### src/rtl/sig_gen_pkg.sv
// Shared types and defaults for the sig_gen waveform sequencer.
package sig_gen_pkg;

    typedef enum logic {
        IDLE = 1'b0,
        RUN  = 1'b1
    } state_e;

    localparam logic MODE_ONESHOT = 1'b0;
    localparam logic MODE_CONT    = 1'b1;

    localparam int DEF_DATA_W = 12;
    localparam int DEF_DEPTH  = 8;
    localparam int DEF_DIV_W  = 16;

endpackage

### src/rtl/sig_gen_if.sv
// Control/table/DAC bundle between the control FSM (master) and sig_gen_seq (slave).
interface sig_gen_if
    import sig_gen_pkg::*;
#(
    parameter int DATA_W = DEF_DATA_W,
    parameter int DEPTH  = DEF_DEPTH,
    parameter int DIV_W  = DEF_DIV_W
) ();
    localparam int ADDR_W = $clog2(DEPTH);

    // No valid/ready: wr_en, start and stop are levels sampled on every falling
    // clock edge; the sequencer never back-pressures, so each sampled level acts.
    logic              wr_en;
    logic [ADDR_W-1:0] wr_addr;
    logic [DATA_W-1:0] wr_data;
    logic [ADDR_W:0]   cfg_len;
    logic [DIV_W-1:0]  cfg_div;
    logic              cfg_mode;
    logic [DATA_W-1:0] cfg_idle;
    logic              start;
    logic              stop;

    logic [DATA_W-1:0] sg_out;
    logic              busy;
    logic              done;
    logic              wrap;
    logic [ADDR_W-1:0] idx_out;
    state_e            state_dbg;

    modport master (
        output wr_en, wr_addr, wr_data, cfg_len, cfg_div, cfg_mode, cfg_idle, start, stop,
        input  sg_out, busy, done, wrap, idx_out, state_dbg
    );

    modport slave (
        input  wr_en, wr_addr, wr_data, cfg_len, cfg_div, cfg_mode, cfg_idle, start, stop,
        output sg_out, busy, done, wrap, idx_out, state_dbg
    );

endinterface

### src/rtl/sig_gen_hold_cnt.sv
// Per-point hold down-counter: load has priority, decrement saturates at zero.
module sig_gen_hold_cnt #(
    parameter int DIV_W = 16
) (
    input  logic             clk,
    input  logic             rst,
    input  logic             load_i,
    input  logic [DIV_W-1:0] load_val_i,
    input  logic             dec_i,
    output logic             zero_o
);

    logic [DIV_W-1:0] cnt_q;
    logic [DIV_W-1:0] cnt_d;

    always_comb begin
        cnt_d = cnt_q;
        if (load_i) begin
            cnt_d = load_val_i;
        end else if (dec_i && (cnt_q != '0)) begin
            cnt_d = cnt_q - DIV_W'(1);
        end
    end

    // Falling edge: the DAC latches sg_out on the rising edge.
    always_ff @(negedge clk) begin
        if (rst) begin
            cnt_q <= '0;
        end else begin
            cnt_q <= cnt_d;
        end
    end

    assign zero_o = (cnt_q == '0);

endmodule

### src/rtl/sig_gen_seq.sv
// DAC waveform sequencer: plays table entries 0..len-1, each held div+1 clocks,
// one-shot or continuous. All state moves on the falling edge of clk.
module sig_gen_seq
    import sig_gen_pkg::*;
#(
    parameter int DATA_W = DEF_DATA_W,
    parameter int DEPTH  = DEF_DEPTH,
    parameter int DIV_W  = DEF_DIV_W
) (
    input  logic     clk,
    input  logic     rst,
    sig_gen_if.slave sg
);

    localparam int ADDR_W = $clog2(DEPTH);
    localparam int LEN_W  = ADDR_W + 1;
    localparam logic [LEN_W-1:0] DEPTH_L = LEN_W'(DEPTH);

    logic [DATA_W-1:0] mem_q [DEPTH];

    state_e            state_q, state_d;
    logic [DATA_W-1:0] sg_out_q, sg_out_d;
    logic              busy_q, busy_d;
    logic              done_q, done_d;
    logic              wrap_q, wrap_d;
    logic [ADDR_W-1:0] idx_q, idx_d;
    logic [LEN_W-1:0]  len_q, len_d;
    logic [DIV_W-1:0]  div_q, div_d;
    logic              mode_q, mode_d;

    logic              hold_load;
    logic              hold_dec;
    logic              hold_zero;
    logic [DIV_W-1:0]  hold_val;
    logic [ADDR_W-1:0] idx_nxt;
    logic [LEN_W-1:0]  len_clamped;
    logic              last_pt;

    // Table is deliberately not reset; reads in the same cycle see the old word.
    always_ff @(negedge clk) begin
        if (sg.wr_en && ({1'b0, sg.wr_addr} < DEPTH_L)) begin
            mem_q[sg.wr_addr] <= sg.wr_data;
        end
    end

    assign len_clamped = ((sg.cfg_len == '0) || (sg.cfg_len > DEPTH_L)) ? DEPTH_L : sg.cfg_len;
    assign idx_nxt     = idx_q + ADDR_W'(1);
    // Compare in LEN_W bits so that len == DEPTH does not wrap the index.
    assign last_pt     = (({1'b0, idx_q} + LEN_W'(1)) >= len_q);

    sig_gen_hold_cnt #(
        .DIV_W (DIV_W)
    ) u_hold (
        .clk        (clk),
        .rst        (rst),
        .load_i     (hold_load),
        .load_val_i (hold_val),
        .dec_i      (hold_dec),
        .zero_o     (hold_zero)
    );

    always_comb begin
        state_d   = state_q;
        sg_out_d  = sg_out_q;
        busy_d    = busy_q;
        done_d    = 1'b0;
        wrap_d    = 1'b0;
        idx_d     = idx_q;
        len_d     = len_q;
        div_d     = div_q;
        mode_d    = mode_q;
        hold_load = 1'b0;
        hold_dec  = 1'b0;
        hold_val  = div_q;

        case (state_q)
            IDLE: begin
                sg_out_d = sg.cfg_idle;
                if (sg.start && !sg.stop) begin
                    state_d   = RUN;
                    sg_out_d  = mem_q[0];
                    idx_d     = '0;
                    busy_d    = 1'b1;
                    len_d     = len_clamped;
                    div_d     = sg.cfg_div;
                    mode_d    = sg.cfg_mode;
                    hold_load = 1'b1;
                    hold_val  = sg.cfg_div;
                end
            end
            RUN: begin
                if (sg.stop) begin
                    state_d  = IDLE;
                    sg_out_d = sg.cfg_idle;
                    busy_d   = 1'b0;
                end else if (!hold_zero) begin
                    hold_dec = 1'b1;
                end else if (!last_pt) begin
                    idx_d     = idx_nxt;
                    sg_out_d  = mem_q[idx_nxt];
                    hold_load = 1'b1;
                end else if (mode_q == MODE_ONESHOT) begin
                    state_d  = IDLE;
                    sg_out_d = sg.cfg_idle;
                    busy_d   = 1'b0;
                    done_d   = 1'b1;
                end else begin
                    idx_d     = '0;
                    sg_out_d  = mem_q[0];
                    hold_load = 1'b1;
                    wrap_d    = 1'b1;
                end
            end
            default: begin
                state_d = IDLE;
            end
        endcase
    end

    always_ff @(negedge clk) begin
        if (rst) begin
            state_q  <= IDLE;
            sg_out_q <= '0;
            busy_q   <= 1'b0;
            done_q   <= 1'b0;
            wrap_q   <= 1'b0;
            idx_q    <= '0;
            len_q    <= DEPTH_L;
            div_q    <= '0;
            mode_q   <= MODE_ONESHOT;
        end else begin
            state_q  <= state_d;
            sg_out_q <= sg_out_d;
            busy_q   <= busy_d;
            done_q   <= done_d;
            wrap_q   <= wrap_d;
            idx_q    <= idx_d;
            len_q    <= len_d;
            div_q    <= div_d;
            mode_q   <= mode_d;
        end
    end

    assign sg.sg_out    = sg_out_q;
    assign sg.busy      = busy_q;
    assign sg.done      = done_q;
    assign sg.wrap      = wrap_q;
    assign sg.idx_out   = idx_q;
    assign sg.state_dbg = state_q;

endmodule

### src/flat_wrapper.sv
// flat-port wrapper written by rule: the top's interface ports become plain ports
module sig_gen_seq_flat import sig_gen_pkg::*;
#(
    parameter int DATA_W = DEF_DATA_W,
    parameter int DEPTH  = DEF_DEPTH,
    parameter int DIV_W  = DEF_DIV_W
)
  (clk, rst, sg_wr_en, sg_wr_addr, sg_wr_data, sg_cfg_len, sg_cfg_div, sg_cfg_mode, sg_cfg_idle, sg_start, sg_stop, sg_sg_out, sg_busy, sg_done, sg_wrap, sg_idx_out, sg_state_dbg);
  sig_gen_if #(.DATA_W(DATA_W), .DEPTH(DEPTH), .DIV_W(DIV_W)) sg_i ();
  input  logic clk;
  input  logic rst;
  input wire logic [$bits(sg_i.wr_en)-1:0] sg_wr_en;
  input wire logic [$bits(sg_i.wr_addr)-1:0] sg_wr_addr;
  input wire logic [$bits(sg_i.wr_data)-1:0] sg_wr_data;
  input wire logic [$bits(sg_i.cfg_len)-1:0] sg_cfg_len;
  input wire logic [$bits(sg_i.cfg_div)-1:0] sg_cfg_div;
  input wire logic [$bits(sg_i.cfg_mode)-1:0] sg_cfg_mode;
  input wire logic [$bits(sg_i.cfg_idle)-1:0] sg_cfg_idle;
  input wire logic [$bits(sg_i.start)-1:0] sg_start;
  input wire logic [$bits(sg_i.stop)-1:0] sg_stop;
  output wire logic [$bits(sg_i.sg_out)-1:0] sg_sg_out;
  output wire logic [$bits(sg_i.busy)-1:0] sg_busy;
  output wire logic [$bits(sg_i.done)-1:0] sg_done;
  output wire logic [$bits(sg_i.wrap)-1:0] sg_wrap;
  output wire logic [$bits(sg_i.idx_out)-1:0] sg_idx_out;
  output wire logic [$bits(sg_i.state_dbg)-1:0] sg_state_dbg;
  assign sg_i.wr_en = sg_wr_en;
  assign sg_i.wr_addr = sg_wr_addr;
  assign sg_i.wr_data = sg_wr_data;
  assign sg_i.cfg_len = sg_cfg_len;
  assign sg_i.cfg_div = sg_cfg_div;
  assign sg_i.cfg_mode = sg_cfg_mode;
  assign sg_i.cfg_idle = sg_cfg_idle;
  assign sg_i.start = sg_start;
  assign sg_i.stop = sg_stop;
  assign sg_sg_out = sg_i.sg_out;
  assign sg_busy = sg_i.busy;
  assign sg_done = sg_i.done;
  assign sg_wrap = sg_i.wrap;
  assign sg_idx_out = sg_i.idx_out;
  assign sg_state_dbg = sg_i.state_dbg;
  sig_gen_seq #(.DATA_W(DATA_W), .DEPTH(DEPTH), .DIV_W(DIV_W)) u_core (.clk(clk), .rst(rst), .sg(sg_i));
endmodule
### config.mk
export PLATFORM = sky130hd
export DESIGN_NAME = sig_gen_seq_flat
export DESIGN_NICKNAME = d
export VERILOG_FILES = /design/src/rtl/sig_gen_pkg.sv /design/src/rtl/sig_gen_if.sv /design/src/rtl/sig_gen_hold_cnt.sv /design/src/rtl/sig_gen_seq.sv /design/src/flat_wrapper.sv
export SDC_FILE = /design/constraint.sdc
export NUM_CORES = 1
export LEC_CHECK = 0
export ABC_AREA = 1
export CORE_MARGIN = 2
export CORE_UTILIZATION = 45
export CTS_CLUSTER_DIAMETER = 120
export DETAILED_ROUTE_END_ITERATION = 12
export GPL_TIMING_DRIVEN = 1
export PLACE_DENSITY = 0.77
export SLEW_MARGIN = 10
export SYNTH_ARGS = -nofsm -noshare
export SYNTH_HDL_FRONTEND = slang
export SYNTH_SLANG_ARGS = --single-unit
### constraint.sdc
create_clock -name clk -period 3.3 [get_ports clk]
set_clock_uncertainty 0.05 [all_clocks]
set_input_delay 0.495 -clock clk [delete_from_list [all_inputs] [get_ports clk]]
set_output_delay 0.495 -clock clk [all_outputs]
set_load 0.02 [all_outputs]
# Yosys cells after proc, flatten, opt, wreduce, memory -nomap -nowiden
# Memories as Yosys holds them, arrays and structs flattened.
# Index checks and enable logic that the tools add are counted.
[word_totals] reg_bits=56 latchBits=0 mem_bits_rw=96 rom_bits=0 in_bits=53 out_inout_bits=19 word_cells=76 mem_count=1
[memory_table] name="u_core.mem_q" depth=8 width=12 rd=2 rd_clocked_by_memory_dff=0 wr=1 line_no="sig_gen_seq.sv:19" text="logic [DATA_W-1:0] mem_q [DEPTH];"
[op_classes] n_addsub=3 n_mul=0 div=0 n_lt_le_gt_ge=2 n_eq_ne=7 shifts=0 n_mux=38 bitwise=3 n_reduce_logical=12
[ops] cell="16-bit 2-to-1 mux" n=4
[ops] cell="12-bit 2-to-1 mux" n=5
[ops] cell="12-bit one-hot mux with 2 select lines" n=1
[ops] cell="1-bit 2-to-1 mux" n=18
[ops] cell="16-bit logical NOT" n=1
[ops] cell="16-bit nonzero test" n=1
[ops] cell="16-bit by 1-bit subtractor with 16-bit output, second input constant" n=1
[ops] cell="3-bit 2-to-1 mux" n=5
[ops] cell="3-bit != test, second input constant" n=4
[ops] cell="4-bit AND reduction" n=2
[ops] cell="1-bit one-hot mux with 2 select lines" n=3
[ops] cell="3-bit one-hot mux with 2 select lines" n=1
[ops] cell="5-bit OR reduction" n=1
[ops] cell="3-bit by 1-bit adder with 4-bit output, second input constant" n=1
[ops] cell="4-bit greater-or-equal comparator" n=1
[ops] cell="4-bit > comparator, second input constant" n=1
[ops] cell="4-bit logical NOT" n=1
[ops] cell="4-bit 2-to-1 mux" n=1
[ops] cell="2-bit != test, second input constant" n=2
[ops] cell="3-bit by 1-bit adder with 3-bit output, second input constant" n=1
[ops] cell="1-bit NOT" n=3
[ops] cell="1-bit logical AND" n=2
[ops] cell="2-bit by 1-bit != test with 1-bit output, second input constant" n=1
[ops] cell="2-bit AND reduction" n=1
[ops] cell="other kinds (3)" n=3

# Logic depth before layout (Yosys ltp)
# Gate-level depths: netlist of the first run.
[depth] word_depth=7 depth_mapped=16 mapped_depth_nobuf=14

# Hierarchy
# A second synthesis of the first run with hierarchy kept.
[unflattened] hier_cells=965 area_unflattened_um2=7848.8
[by_module_without_submodules] module="sig_gen_seq" instances=1 cells_per_inst=753 area_per_inst_um2=6627.6 seq_area_each_um2=3683.5
[by_module_without_submodules] module="sig_gen_hold_cnt" instances=1 cells_per_inst=212 area_per_inst_um2=1221.2 seq_area_each_um2=320.3

==> results of run 1 <==
==> worst min-delay path by stage <==
stage | slack [ns] | startpoint | cells past startpoint | to
3_3_place_gp | 0.38 | u_core.sg.busy | 2 | u_core.sg.busy
3_5_place_dp | 0.38 | u_core.sg.busy | 2 | u_core.sg.busy
2_1_floorplan | 0.39 | u_core.len_q[1] | 2 | u_core.len_q[1]
6_report | 0.39 | u_core.sg.busy | 2 | u_core.sg.busy
5_1_grt | 0.41 | u_core.sg.busy | 2 | u_core.sg.busy
4_1_cts | 0.39 | u_core.sg.busy | 2 | u_core.sg.busy
==> sequential cells by signal, summed over array words and instances, names as in the netlist <==
name                 flops
u_core.sg.state_dbg      1
u_core.sg.done           1
u_core.mem_q            96
u_core.len_q             4
u_core.mode_q            1
u_core.u_hold.cnt_q     16
u_core.div_q            16
u_core.sg.sg_out        12
u_core.sg.wrap           1
u_core.sg.idx_out        3
u_core.sg.busy           1
==> layer usage <==
layer	up-vias	global-route usage
met3	63	0.0902
met1	3193	0.270
met4	0	0.147
met2	365	0.393
met5	-	0
li1	3290	-
==> power by group through the flow <==
stage	combinational (uW)	clock (uW)	sequential, uW
floorplan	598	277	2220
global placement	944	277	2200
detailed placement	959	277	2200
CTS	965	2870	2180
global route	1100	3070	2180
finish	999	2820	2180
==> cell usage in the layout (no fill, tap or decap), drive strengths merged, types with 6 or more instances in the layout <==
cell / Yosys / layout
a21oi: 73 / 73
buf: 23 / 65
clkbuf: 23 / 24
clkdlybuf4s15: 0 / 7
clkdlybuf4s50: 0 / 50
clkinv: 2 / 6
dfxtp: 56 / 56
edfxtp: 96 / 96
ha: 7 / 7
inv: 64 / 226
nand2: 142 / 142
nand3: 26 / 27
nand4: 17 / 17
nor2: 138 / 138
o211ai: 25 / 25
o21ai: 87 / 87
o22ai: 12 / 12
xor2: 9 / 9
==> layout make-up <==
type                            instances  share of cell area
Sequential cell                       152               0.414
Clock inverter                        167              0.0800
Timing Repair Buffer                  131               0.128
Tap cell                              216              0.0279
Multi-Input combinational cell        548               0.281
Clock buffer                           17              0.0439
Inverter                               65              0.0255
==> what timing repair did <==
item	4_1_cts	5_1_grt
cloned	0	4
endpoints found under the setup margin	23	39
buffers inserted	0	1
resized for setup	55	21
pin swaps	0	3
hold endpoints to repair	0	0
==> metrics by stage <==
stage / std cells / total power, uW / util
floorplan: 811 / 3100 / -
global placement: 1108 / 3420 / 0.537
detailed placement: 1108 / 3440 / 0.537
CTS: 1291 / 6010 / 0.612
global route: 1296 / 6350 / 0.616
finish: 1296 / 6000 / 0.616
==> kinds of logic after synthesis <==
| group | synth area share |
|---|---|
| AO/OA/AOI/OAI | 0.151 |
| adder cells (fa/ha/maj) | 0.0122 |
| flip-flops | 0.559 |
| AND/OR/NAND/NOR | 0.196 |
| XOR/XNOR | 0.0145 |
| multiplexers | 0.00140 |
| buffers and inverters | 0.0663 |
==> results by group, run 1 <==
Outcome
  – Outcome: finished, final reports clean

Worst setup path
  – Critical path buffers and inverters: 1
  – Crit path max-delay family: flip-flops
  – Worst Reg-to-Reg Cells: 14
  – Worst EP arrival: 2.73 ns
  – CP max-delay cell: dfxtp_1
  – RR Endpoint: u_core.sg.sg_out[8]
  – CP Class: flip-flop to output port
  – FF-to-FF setup slack: 0.26 ns
  – CP peak stage delay: 0.34 ns
  – CP startpoint: u_core.sg.sg_out[3]
  – Worst setup path endpoint: sg_sg_out[3]
  – Setup crit end kind: output port
  – Req. time, crit path: 2.75 ns
  – Crit path depth: 1
  – Reg2Reg Launch Point: u_core.sg.idx_out[0]
  – Critical Path Source Type: flip-flop
  – Critical-path cell list: clkdlybuf4s15_2
  – Max FO, Critical Path: 2

Synth
  – Yosys cell types: 35
  – Net Count, Synth: 871
  – Syn Std Cell Area: 7170 um2
  – Cell count after synthesis: 811
  – Yosys top cell by area: edfxtp_1
  – Synth area leaders: edfxtp_1 40%, dfxtp_1 16%, nand2_1 7.2%
  – Register area share after synthesis: 0.559
  – Async SR Flop Fraction: 0
  – Commonest cells post-synth: 137 x nand2_1, 123 x nor2_1, 96 x edfxtp_1
  – Yosys warning count: 0
  – Register bit total from synthesis: 152
  – Syn_area_per_cell: 8.84 um2
  – Synth Flop Type: edfxtp_1
  – Post-synth top area share: 0.402
  – Number of enable flip-flop cells after synthesis: 96
  – Most frequent cell after synthesis: nand2_1

Clocking
  – Max clock buf depth: 2
  – TritonCTS clock tree: done
  – Hold_buf cts: 0
  – Number of H-tree levels: 4
  – Worst skew pair latency: approximately 0.48 ns
  – CTS Sinks: 152
  – CTS Buf Count: 17
  – Clock transition at the registers of the reported paths: 0.04 ns
  – Clk root buf: clkbuf_16

Drt
  – DRT Pass-1 Iters: 6
  – 1st-iter DRT viols: 686
  – Vias post-DR: 6911
  – ANT nets after route: 0
  – DR WL/cell: 15.9 um
  – DRC Markers: 0
  – Via density: 5.33
  – Top Layer Used: met4
  – Met2 WL: 10200 um
  – Final WL: between 20000 and 25000 um
  – Met3 routed WL: 1870 um
  – Wl on met1: 7870 um

Global routing
  – Initial antenna violation count: 0
  – Largest net degree at the start of global routing: 66
  – Vias in the first global route: 6886
  – Total GRT Usage: 0.241
  – First-pass GRT wire length: 31400 um
  – Remaining Overflow, GRT: 0

Placed design
  – Port-buffer cells: 71
  – Post-Place Cell Area: 8430 um2
  – Gp weighted congestion: around 0.94
  – Detail Placement HPWL: approximately 12000 um
  – Pre-CTS WS: -0.462 ns

Timing
  – Worst Max-Slew Pin Slew: 0.616 ns
  – Hold Slack: 0.385 ns
  – PnR worst setup slack: 0.0212 ns
  – Worst slew margin: 0.589
  – # setup viols final: 0
  – Max Transition Viols Final: 0
  – RSZ-0062 raised after global routing: no
  – Total negative slack: 0 ns
  – Endpoints failing hold: 0

Finish
  – Nets: 1127
  – Layout area overhead: 35.1%
  – Design Area, Final: 9680 um2
  – Layout fillers: between 1000 and 1500
  – Layout cells sized above 1: 0.131
  – Diode count: 0
  – FF+latch area: 4010 um2
  – Footprint of the multi-input gates: 2720 um2

Power
  – Internal: 3810 uW
  – Sw Ratio: 0.365
  – Power per cell area: slightly above 600 nW/um2
  – VDD IR max: 618 uV
  – NetSw: between 2000 and 2500 uW
  – Reg power frac: 0.364
  – Combinational Power Share: 0.167
  – Leak: 0.00444 uW
  – Clock share of power: 0.470

Flow run
  – Max capacitance violation total: 0

Floorplan
  – Cell row count: 46
  – Area of the core: approximately 16000 um2
  – Boundary Pins: 72
  – Initial core utilization: 0.456
  – Chip Height: about 130 um
  – Die W: 130 um
  – DIE AREA: 17000 um2

Min path
  – Min-Delay Path Class: flip-flop to flip-flop
(Power assumes the default switching activity.)
==> inputs of run 2 (changes only) <==
--- a/config.mk
+++ b/config.mk
@@ -8,7 +8,7 @@
 export ABC_AREA = 1
 export CORE_MARGIN = 2
 export CORE_UTILIZATION = 45
-export CTS_CLUSTER_DIAMETER = 120
+export CTS_CLUSTER_DIAMETER = 80
 export DETAILED_ROUTE_END_ITERATION = 12
 export GPL_TIMING_DRIVEN = 1
 export PLACE_DENSITY = 0.77
@@ -16,3 +16,4 @@
 export SYNTH_ARGS = -nofsm -noshare
 export SYNTH_HDL_FRONTEND = slang
 export SYNTH_SLANG_ARGS = --single-unit
+export TNS_END_PERCENT = 10
==> results of run 2 <==
No change in the layout: final DEF, timing and power equal those of run 1.
==> inputs of run 3 (changes only) <==
--- a/config.mk
+++ b/config.mk
@@ -6,6 +6,7 @@
 export NUM_CORES = 1
 export LEC_CHECK = 0
 export ABC_AREA = 1
+export CORE_ASPECT_RATIO = 1.5
 export CORE_MARGIN = 2
 export CORE_UTILIZATION = 45
 export CTS_CLUSTER_DIAMETER = 80
==> run 3 against run 2 <==
Total power hardly changed. Via count fell by 4.9%. Setup slack improved by 0.0033 ns. Global-route usage fell by 1.7 points. First-iteration DRC count fell by 33%. Hold slack gained 0.030 ns. Sequential share of layout area up 0.55 points. Clock-buffer cell count stayed put. Routed wire length decreased by 10%. Core utilization is 0.46 points lower. Critical path depth unchanged. Combinational power is 5.7% lower. Critical path type unchanged.
==> results by group, run 3 (synthesized netlist as in run 1, its figures left out) <==
Drt
  – 1st-iter DRT viols: ~460
  – Final WL: 18500 um
  – Via density: 5.15
  – Vias post-DR: 6572
  – ANT nets after route: 0
  – DRC Markers: 0
  – DR WL/cell: ~14 um
  – DRT Pass-1 Iters: 5

Clocking
  – CTS Sinks: 152
  – TritonCTS clock tree: done
  – CTS Buf Count: 17
  – Hold_buf cts: 0
  – Clk root buf: clkbuf_16
  – Max clock buf depth: 2
  – Worst skew pair latency: 0.48 ns
  – Number of H-tree levels: 4
  – Clock transition at the registers of the reported paths: 0.04 ns

Worst setup path
  – Worst EP arrival: 2.73 ns
  – CP Class: flip-flop to output port
  – Critical Path Source Type: flip-flop
  – FF-to-FF setup slack: 0.39 ns
  – Critical path buffers and inverters: 1
  – RR Endpoint: u_core.sg.sg_out[4]
  – Worst Reg-to-Reg Cells: 15
  – Reg2Reg Launch Point: u_core.sg.idx_out[0]
  – Max FO, Critical Path: 2
  – Setup crit end kind: output port
  – Crit path max-delay family: flip-flops
  – Req. time, crit path: about 2.8 ns
  – CP peak stage delay: about 0.33 ns
  – Critical-path cell list: clkdlybuf4s15_1
  – CP max-delay cell: dfxtp_2

Finish
  – Leading cell type in the layout, fill and taps excluded: inv_1
  – Diode count: 0
  – Footprint of the multi-input gates: 2700 um2
  – Most flops, register: u_core.mem_q
  – Final core occ: 0.612
  – Largest register FFs: 96
  – Commonest non-fill, non-tap cells in the layout: 210 x inv_1, 136 x nand2_1, 123 x nor2_1
  – Layout cells sized above 1: 0.127
  – FF+latch area: 4010 um2
  – Layout fillers: ~1300
  – Layout area overhead: 33.3%
  – Nets: about 1100
  – Largest regs: u_core.mem_q x96, u_core.div_q x16, u_core.u_hold.cnt_q x16

Global routing
  – Total GRT Usage: 0.225
  – First-pass GRT wire length: 29800 um
  – Largest net degree at the start of global routing: 66
  – Vias in the first global route: 6955
  – Initial antenna violation count: 0
  – Remaining Overflow, GRT: 0

Power
  – Leak: approximately 0.0044 uW
  – Internal: 3980 uW
  – Clock share of power: 0.478
  – Combinational Power Share: 0.157
  – Reg power frac: 0.365
  – VDD IR max: 367 uV
  – NetSw: 2020 uW
  – Sw Ratio: 0.337
  – Power per cell area: between 600 and 700 nW/um2

Min path
  – Worst hold start: u_core.sg.busy
  – Hold Path Sink: u_core.sg.busy
  – Worst hold stages: 2
  – Min-Delay Path Class: flip-flop to flip-flop

Timing
  – Worst Max-Slew Pin Slew: 0.795 ns
  – RSZ-0062 raised after global routing: yes
  – Total negative slack: 0 ns
  – Max Transition Viols Final: 0
  – # setup viols final: 0
  – Endpoints failing hold: 0
  – Worst slew margin: 0.469

Placed design
  – Port-buffer cells: 71
  – Gp weighted congestion: ~0.85
  – Detail Placement HPWL: 11800 um

Floorplan
  – Cell row count: 56
  – Boundary Pins: 72
  – Area of the core: 15600 um2
  – DIE AREA: 17000 um2
  – Initial core utilization: 0.459
  – Die W: approximately 110 um
  – Chip Height: 159 um

Outcome
  – Outcome: finished, final reports clean

Flow run
  – Max capacitance violation total: 0
run 3: cell count changes in the layout (fill, tap and decap cells not counted), moves of 2 or more:
cell | previous run | this run
buf_12 | 7 | 4
buf_2 | 8 | 10
buf_4 | 50 | 46
buf_6 | 0 | 3
bufinv_16 | 0 | 3
clkinv_8 | 4 | 1
dlygate4sd2_1 | 0 | 2
inv_12 | 4 | 0
inv_8 | 5 | 7
run 3: per-layer routing:
layer	up-vias	GRT usage	share of wire	wire length (um)
met5	-	0	0	0
met3	44	0.0725	0.051	943
met4	0	0.165	0.028	524
met1	3045	0.216	0.38	6960
li1	3260	-	-	-
met2	223	0.397	0.54	10100
run 3: power by group through the flow:
| stage | clock [uW] | sequential (uW) | combinational (uW) |
|---|---|---|---|
| floorplan | 277 | 2220 | 598 |
| global placement | 277 | 2210 | 917 |
| detailed placement | 277 | 2210 | 933 |
| CTS | 2930 | 2190 | 935 |
| global route | 3150 | 2190 | 1050 |
| finish | 2870 | 2190 | 942 |
run 3: worst min-delay path, delay by kind of cell, from the launching register on:
kind	cells	cell delay, ns
buf+inv	1	0.05
flops	1	0.32
compound gates	1	0.05
run 3: cell type report:
type | instances | share of cell area
flip-flops and latches | 152 | 0.419
multi-input cells | 547 | 0.283
repair buffers | 125 | 0.119
clock inverters | 167 | 0.0822
clock buffers | 17 | 0.0445
well taps | 203 | 0.0266
inverters | 65 | 0.0261
run 3: worst max path at each step:
stage                         start                      to  slack (ns)  depth (start not counted)
2_1_floorplan               sg_stop  u_core.u_hold.cnt_q[5]        0.01                         11
3_3_place_gp                sg_stop    u_core.sg.idx_out[0]       -0.47                          8
3_5_place_dp                sg_stop    u_core.sg.idx_out[0]       -0.49                          8
4_1_cts        u_core.sg.idx_out[2]           sg_idx_out[2]       -0.03                          1
5_1_grt        u_core.sg.idx_out[0]           sg_idx_out[0]      -0.007                          1
6_report       u_core.sg.idx_out[0]           sg_idx_out[0]        0.02                          1
run 3: per-stage QoR:
stage | total power [uW] | setup WS, ns | instance area, um2 | hold WS [ns] | instances
floorplan | 3100 | 0.0134 | 7170 | 0.390 | 811
global placement | 3400 | -0.466 | 8340 | 0.408 | 1089
detailed placement | 3420 | -0.492 | 8340 | 0.413 | 1089
CTS | 6060 | -0.0330 | 9550 | 0.418 | 1272
global route | 6390 | -0.00668 | 9560 | 0.440 | 1276
finish | 6000 | 0.0245 | 9560 | 0.415 | 1276
run 3: repair_timing:
action,in CTS,in global routing
setup buffers,0,3
pin swaps,0,4
cloned,0,1
setup endpoints to repair,29,41
gates resized for setup,54,22
